[src/rtl/apb_fsm_controller_pkg.sv]
// apb_fsm_controller_pkg: shared AHB-to-APB bridge state encoding and peripheral select codes
package apb_fsm_controller_pkg;
   localparam logic [2:0] ST_IDLE     = 3'd0;
   localparam logic [2:0] ST_WWAIT    = 3'd1;
   localparam logic [2:0] ST_READ     = 3'd2;
   localparam logic [2:0] ST_WRITE    = 3'd3;
   localparam logic [2:0] ST_WRITEP   = 3'd4;
   localparam logic [2:0] ST_RENABLE  = 3'd5;
   localparam logic [2:0] ST_WENABLE  = 3'd6;
   localparam logic [2:0] ST_WENABLEP = 3'd7;
   localparam logic [2:0] PSEL_NONE   = 3'b000;
   localparam logic [2:0] PSEL_0      = 3'b001;
   localparam logic [2:0] PSEL_1      = 3'b010;
   localparam logic [2:0] PSEL_2      = 3'b100;
endpackage

[src/rtl/apb_fsm_controller.sv]
// apb_fsm_controller: AHB-to-APB bridge FSM with registered APB outputs
module apb_fsm_controller
   import apb_fsm_controller_pkg::*;
#(
   parameter int ADDR_WIDTH = 32,
   parameter int DATA_WIDTH = 32
) (
   input  logic                  Hclk,
   input  logic                  Hreset,
   input  logic                  valid,
   input  logic                  Hwrite,
   input  logic                  Hwrite_reg,
   input  logic [ADDR_WIDTH-1:0] Haddr,
   input  logic [ADDR_WIDTH-1:0] Haddr1,
   input  logic [ADDR_WIDTH-1:0] Haddr2,
   input  logic [DATA_WIDTH-1:0] Hwdata,
   input  logic [DATA_WIDTH-1:0] Hwdata1,
   input  logic [2:0]            temp_selx,
   input  logic                  Pready,
   output logic                  Pwrite,
   output logic                  Penable,
   output logic [2:0]            Pselx,
   output logic [ADDR_WIDTH-1:0] Paddr,
   output logic [DATA_WIDTH-1:0] Pwdata,
   output logic                  Hreadyout
);
   logic [2:0]            state_q, state_d;
   logic                  pwrite_q, pwrite_d;
   logic                  penable_q, penable_d;
   logic [2:0]            pselx_q, pselx_d;
   logic [ADDR_WIDTH-1:0] paddr_q, paddr_d;
   logic [DATA_WIDTH-1:0] pwdata_q, pwdata_d;
   logic                  in_enable;

   // next state, then APB outputs loaded according to the state being entered
   always_comb begin
      state_d   = state_q;
      pwrite_d  = pwrite_q;
      penable_d = penable_q;
      pselx_d   = pselx_q;
      paddr_d   = paddr_q;
      pwdata_d  = pwdata_q;
      case (state_q)
         ST_IDLE:     state_d = valid ? (Hwrite ? ST_WWAIT : ST_READ) : ST_IDLE;
         ST_WWAIT:    state_d = valid ? ST_WRITEP : ST_WRITE;
         ST_READ:     state_d = ST_RENABLE;
         ST_WRITEP:   state_d = ST_WENABLEP;
         ST_WRITE:    state_d = valid ? ST_WENABLEP : ST_WENABLE;
         ST_RENABLE,
         ST_WENABLE:  state_d = !Pready ? state_q : valid ? (Hwrite ? ST_WWAIT : ST_READ) : ST_IDLE;
         ST_WENABLEP: state_d = !Pready ? state_q : !Hwrite_reg ? ST_READ : valid ? ST_WRITEP : ST_WRITE;
      endcase
      case (state_d)
         ST_READ: begin
            pwrite_d  = 1'b0;
            penable_d = 1'b0;
            pselx_d   = temp_selx;
            paddr_d   = (state_q == ST_WENABLEP) ? Haddr2 : Haddr;
         end
         ST_WRITE, ST_WRITEP: begin
            pwrite_d  = 1'b1;
            penable_d = 1'b0;
            pselx_d   = temp_selx;
            paddr_d   = (state_q == ST_WWAIT) ? Haddr1 : Haddr2;
            pwdata_d  = (state_q == ST_WWAIT) ? Hwdata : Hwdata1;
         end
         ST_RENABLE, ST_WENABLE, ST_WENABLEP: penable_d = 1'b1;
         default: begin
            penable_d = 1'b0;
            pselx_d   = PSEL_NONE;
         end
      endcase
   end

   // state and APB output registers; reset aborts any transfer in flight
   always_ff @(posedge Hclk or posedge Hreset) begin
      if (Hreset) begin
         state_q   <= ST_IDLE;
         pwrite_q  <= 1'b0;
         penable_q <= 1'b0;
         pselx_q   <= PSEL_NONE;
         paddr_q   <= '0;
         pwdata_q  <= '0;
      end else begin
         state_q   <= state_d;
         pwrite_q  <= pwrite_d;
         penable_q <= penable_d;
         pselx_q   <= pselx_d;
         paddr_q   <= paddr_d;
         pwdata_q  <= pwdata_d;
      end
   end

   assign in_enable = (state_q == ST_RENABLE) || (state_q == ST_WENABLE) || (state_q == ST_WENABLEP);
   assign Hreadyout = !((state_q == ST_READ) || (state_q == ST_WRITEP) || (in_enable && !Pready));
   assign Pwrite    = pwrite_q;
   assign Penable   = penable_q;
   assign Pselx     = pselx_q;
   assign Paddr     = paddr_q;
   assign Pwdata    = pwdata_q;
endmodule

[config.mk]
export PLATFORM = sky130hd
export DESIGN_NAME = apb_fsm_controller
export DESIGN_NICKNAME = d
export VERILOG_FILES = /design/src/rtl/apb_fsm_controller_pkg.sv /design/src/rtl/apb_fsm_controller.sv
export SDC_FILE = /design/constraint.sdc
export NUM_CORES = 1
export LEC_CHECK = 0
export ABC_AREA = 1
export CELL_PAD_IN_SITES_DETAIL_PLACEMENT = 2
export CELL_PAD_IN_SITES_GLOBAL_PLACEMENT = 2
export CORE_MARGIN = 3
export CORE_UTILIZATION = 20
export DETAILED_ROUTE_END_ITERATION = 6
export PLACE_DENSITY_LB_ADDON = 0.15
export SLEW_MARGIN = 20
export SYNTH_ARGS = -nofsm -noshare
export SYNTH_HDL_FRONTEND = slang
export SYNTH_SLANG_ARGS = --single-unit
[constraint.sdc]
create_clock -name Hclk -period 2.64 [get_ports Hclk]
set_input_delay 0.264 -clock Hclk [delete_from_list [all_inputs] [get_ports Hclk]]
set_output_delay 0.264 -clock Hclk [all_outputs]
set_load 0.05 [all_outputs]
==> reports/results.ini, run 1 <==
[timing]
setup_viol=0
setup_ws_ps=272
tightest_slew_ps=616
relSlewSlack=0.588
max_freq_mhz=422
period_needed_ps=2370
clock_skew_ps=8.10
finalCritPeriodShare=0.897
final.setup.tns_ps=0
rsz0062_at_grt=false
finalHoldViolCount=0
slew_violations=0

[logic_synthesis]
synth_area_um2=4720
synth.ff_latch_count=72
muxShareOfSynthArea=0.0191
synth.distinct_cells=24
synth_adder_area_share=0
synth-simple-area-share=0.409
ys_seq_area_frac=0.381
synth-xor-area-share=0
avgSynthCellArea_um2=6.27
synth_compound_area_frac=0.0840
yosys_warnings=0
synth_nets=922
synth_top_family_by_area=simple AND/OR/NAND/NOR gates
synth_cells=753

[power_and_ir_drop]
power.leakage_nw=3.98
power_w=0.0131
peakVddDrop_v=0.000754
p_per_area_nw_per_um2=1680

[cells_and_area]
fin_nets=1146
drive_gt1_frac=0.0540
diodes=0
multiInputGateArea_um2=2420
utilization=0.342
syn_to_final_growth_pct=66.0
seq_area_um2=1800
final.fill_count=2731
stdcell_count=1295

[place]
numPortBuffers=238
dp_slack_ps=125
place_inst=1279
globalplace.congestion=0.777
hpwl_mm=16.3

[route]
drc=0
drt_iter0_drc=149
first_pass_iters=4
dr_total_vias=5636
wl_per_cell_um=16.6
vias_per_cell=4.35
detail-route-antenna-nets=0
routed_wl_mm=21.5

[worst_setup_path]
crit_path_end_kind=flop
path_delay_family=simple AND/OR/NAND/NOR gates
crit_fanout=21
cpPeakStageDelay_ps=590
cp_num_buf_inv=2
cp_common_cell=nand2_1
crit_path_top_delay_cell=dfrtp_1
cp-start-kind=flop
worstPathCellList=inv_1 -> nor2_1 -> nor2_1 -> nor2_1 -> nand3_1 -> nand2_1 -> nand2_1 -> nand2_2 -> nand2_4 -> buf_4 -> nand2_1 -> nand2_1
critPathArrivalTime_ps=2590
cp.required_ps=2860
path_class=flop to flop

[clock_tree]
cts_setup_buffers=0
cts_resized=0
cts-root-buf=clkbuf_16
holdBufCountCts=0
cts-buffers-inserted=9
clockBufferDepth=2
h-tree-depth=3
cts_tree=built
worstSkewPairLatency_ps=340
cts.clk_slew.worst_paths_ps=60
cts_sinks=72

[floorplanning]
start_util=0.206
std_cell_rows=55
fp.coreArea_um2=22900
dieArea_um2=25500
ios=239
dieWidth_um=160
die_height_um=160

[global_routing]
grt_max_degree=57
grt_usage=0.167
antenna_found_initial=0
grt-ovfl-total=0
grt_pass1_wl_mm=33.9
grt_pass1_vias=6088

[job]
drv_cap=0

[min_path]
hp-class=input port to async pin

[status]
status=completed

power by group:
part           leakage, nW  switching, W  internal, W
Clock                0.148      0.000498     0.000780
Combinational         2.96       0.00645      0.00325
Sequential           0.868      0.000383      0.00179
Total                 3.98       0.00734      0.00581
flip-flops by register name (all words and copies together) (netlist names):
register  cells
Penable       1
state_q       3
Paddr        32
Pwrite        1
Pselx         3
Pwdata       32
through the flow:
stage / hold slack (ps) / instance area, um2
6_report: 268 / 7840
3_3_place_gp: 463 / 7530
3_5_place_dp: 470 / 7530
5_1_grt: 314 / 7840
4_1_cts: 286 / 7840
2_1_floorplan: 374 / 4720
Yosys cell counts:
cell type	count	area, um2
mux2i_1	9	90.1
o21ai_1	11	55.1
buf_2	23	115
nand2_4	1	11.3
nand3_2	2	20.0
a21oi_4	1	16.3
inv_2	3	11.3
a21boi_0	1	7.51
buf_4	4	30.0
nand4_1	1	6.26
o21bai_1	1	7.51
nand2_1	372	1400
buf_6	1	11.3
a21oi_1	2	10.0
clkbuf_1	16	60.1
dfrtp_1	72	1800
o21ai_0	60	300
clkinv_1	1	3.75
inv_1	68	255
buf_1	4	15.0
nor2_1	13	48.8
nand3_1	83	415
nor3_4	1	16.3
nand2_2	3	18.8
cell type report:
class                   instances  area share
clock inverters                 5     0.00702
flip-flops and latches         72       0.230
multi-input cells             561       0.309
repair buffers                261       0.337
clock buffers                  11      0.0322
inverters                      72      0.0346
well taps                     313      0.0499
routing by layer:
metal / global-route usage / vias to the layer above / wire length (um)
li1: - / 2773 / -
met1: 0.194 / 2725 / 9010
met2: 0.308 / 128 / 11000
met3: 0.0464 / 10 / 1320
met4: 0.0334 / 0 / 218
met5: 0 / - / 0
final timing paths:
kind                       slack (ps)                   from                endpoint  cells past startpoint
min reg2reg                       480  Pwdata[4]$_DFFE_PP0N_   Pwdata[4]$_DFFE_PP0N_                      2
min                               270                 Hreset   Pwdata[8]$_DFFE_PP0N_                      2
min in group Hclk                 480  Pwdata[4]$_DFFE_PP0N_   Pwdata[4]$_DFFE_PP0N_                      2
max reg2reg                       270   state_q[2]$_DFF_PP0_  Pwdata[30]$_DFFE_PP0N_                     12
max                               270   state_q[2]$_DFF_PP0_  Pwdata[30]$_DFFE_PP0N_                     12
max in group asynchronous        1730                 Hreset    state_q[2]$_DFF_PP0_                      3
cell usage in the layout (no fill, tap or decap), types with 4 or more instances in the layout:
master	instances
buf_12	7
nand3_1	82
o21ai_0	60
nor2_1	13
inv_2	4
o21ai_1	11
dfrtp_1	72
buf_4	16
inv_1	67
clkdlybuf4s50_1	237
nand2_1	372
clkbuf_16	9
mux2i_1	9
worst register-to-register path: stages (launching register included):
cell and delay [ps]:
dfrtp_1 590, inv_1 210, nor2_1 270, nor2_1 70
nor2_1 90, nand3_1 80, nand2_1 90, nand2_1 90
nand2_2 120, nand2_4 200, buf_4 280, nand2_1 110
nand2_1 70
cells by family (layout without fill, tap and decap cells):
kind of cell	Yosys count	after routing
flops	72	72
simple gates	476	476
buf+inv	120	349
compound gates	76	76
mux	9	9
No activity file was read; power rests on OpenSTA's default activity.
==> inputs of run 2 (changes only) <==
- PLACE_DENSITY: unset -> 0.93
- PLACE_DENSITY_LB_ADDON: 0.15 -> unset
==> reports/results.ini, run 2 (synthesized netlist as in run 1, its figures left out) <==
[clock_tree]
cts_setup_buffers=0  ; unchanged
cts-buffers-inserted=9  ; unchanged
holdBufCountCts=0  ; unchanged
worstSkewPairLatency_ps=340  ; about the same
cts_resized=0  ; unchanged
clockBufferDepth=2  ; unchanged
h-tree-depth=3  ; unchanged
cts.clk_slew.worst_paths_ps=70  ; about the same
cts_tree=built
cts-root-buf=clkbuf_16
cts_sinks=72  ; unchanged

[route]
detail-route-antenna-nets=0  ; unchanged
wl_per_cell_um=17.0  ; +2.0%
drt_iter0_drc=175  ; +17%
routed_wl_mm=21.9  ; +1.7%
first_pass_iters=4  ; unchanged
vias_per_cell=4.44  ; +2.1%
drc=0  ; unchanged
dr_total_vias=5736  ; +1.8%

[floorplanning]
fp.coreArea_um2=22900  ; unchanged
dieWidth_um=160  ; unchanged
die_height_um=160  ; unchanged
ios=239  ; unchanged
start_util=0.206  ; unchanged
std_cell_rows=55  ; unchanged
dieArea_um2=25500  ; unchanged

[power_and_ir_drop]
peakVddDrop_v=0.000699  ; -7.3%
p_per_area_nw_per_um2=1670  ; -0.43%
power.leakage_nw=3.94  ; -0.94%

[timing]
rsz0062_at_grt=false
final.setup.tns_ps=0  ; unchanged
period_needed_ps=2340  ; -31.0 ps
relSlewSlack=0.529  ; -0.0595
finalHoldViolCount=0  ; unchanged
setup_viol=0  ; unchanged
finalCritPeriodShare=0.885  ; -0.0117
slew_violations=0  ; unchanged
tightest_slew_ps=707  ; +91.2 ps
max_freq_mhz=428  ; +1.3%
clock_skew_ps=10.9  ; +2.81 ps

[global_routing]
grt_max_degree=71  ; +25%
grt_usage=0.168  ; +0.000883
grt_pass1_wl_mm=34.6  ; +2.1%
grt-ovfl-total=0  ; unchanged
grt_pass1_vias=6247  ; +2.6%
antenna_found_initial=0  ; unchanged

[cells_and_area]
drive_gt1_frac=0.0501  ; -0.00387
final_common_cell=nand2_1
diodes=0  ; unchanged
final_cell_mix=372 x nand2_1, 237 x clkdlybuf4s50_1, 82 x nand3_1
fin_nets=1142  ; -0.35%
stdcell_count=1291  ; -0.31%
final.fill_count=2711  ; -0.73%
syn_to_final_growth_pct=65.1

[worst_setup_path]
critPathLaunch=state_q[2]$_DFF_PP0_
crit_fanout=22  ; +4.8%
setup.worst_path.end=Paddr[20]$_DFFE_PP0P_
worstPathCellList=inv_1 -> nand3_1 -> nand2_1 -> nor2_1 -> nand3_1 -> nand2_1 -> nand2_2 -> nand2_4 -> buf_4 -> o21ai_0 -> nand2_1 -> nand2_1
crit_path_top_delay_cell=dfrtp_1
cp-start-kind=flop
path_delay_family=simple AND/OR/NAND/NOR gates
reg2reg_slack_ps=300  ; +30 ps
r2r_cells=12  ; unchanged
r2r_start=state_q[2]$_DFF_PP0_
cp_num_buf_inv=2  ; unchanged
cp_common_cell=nand2_1
crit_path_end_kind=flop
cp.required_ps=2860  ; about the same
critPathArrivalTime_ps=2560  ; -30 ps
path_class=flop to flop
cpPeakStageDelay_ps=550  ; -40 ps
crit_cells=12  ; unchanged
rr_endpoint=Paddr[20]$_DFFE_PP0P_

[place]
numPortBuffers=238  ; unchanged
place_inst=1275  ; -0.31%
hpwl_mm=16.9  ; +4.2%
globalplace.congestion=0.822  ; +5.8%

[min_path]
hp-class=input port to async pin

[status]
status=completed

[job]
drv_cap=0  ; unchanged

[run 2: cell count changes in the layout (fill, tap and decap cells not counted), sizes merged]
cell,change
clkinv,-1
inv,+2
dlymetal6s2s,-1
clkbuf,-1
buf,-3
[run 2: routing by layer]
layer,share of wire,track usage
met1,0.42,0.197
met2,0.51,0.307
met3,0.037,0.0283
met4,0.028,0.0621
met5,0,0
[run 2: final cells by class]
cell class                      count  area, um2  area share
Timing Repair Buffer              257       2610       0.335
Multi-Input combinational cell    561       2420       0.311
Sequential cell                    72       1800       0.231
Tap cell                          313        392      0.0502
Inverter                           72        272      0.0348
Clock buffer                       10        229      0.0294
Clock inverter                      6       67.6     0.00867
[run 2: power by group]
part,switching (W),internal [W],total (W)
combinational,0.00646,0.00313,0.00960
clock,0.000526,0.000739,0.00126
sequential,0.000370,0.00179,0.00216
[run 2: how the worst min path moves through the flow]
stage	endpoint	slack (ps)
finish	Pwdata[5]$_DFFE_PP0N_	330
global route	Pwdata[5]$_DFFE_PP0N_	370
CTS	Pwdata[5]$_DFFE_PP0N_	360
detailed placement	Pwdata[29]$_DFFE_PP0N_	470
global placement	Pwdata[2]$_DFFE_PP0N_	460
floorplan	Pselx[0]$_DFFE_PP0N_	370
[run 2: metrics by stage]
stage	hold WS, ps	area (um2)	util	setup WS [ps]	power [W]
floorplan	374	4720	-	551	0.00848
global placement	462	7500	0.327	197	0.0115
detailed placement	469	7500	0.327	91.1	0.0120
CTS	362	7800	0.340	275	0.0133
global route	368	7800	0.340	17.1	0.0143
finish	327	7800	0.340	303	0.0130
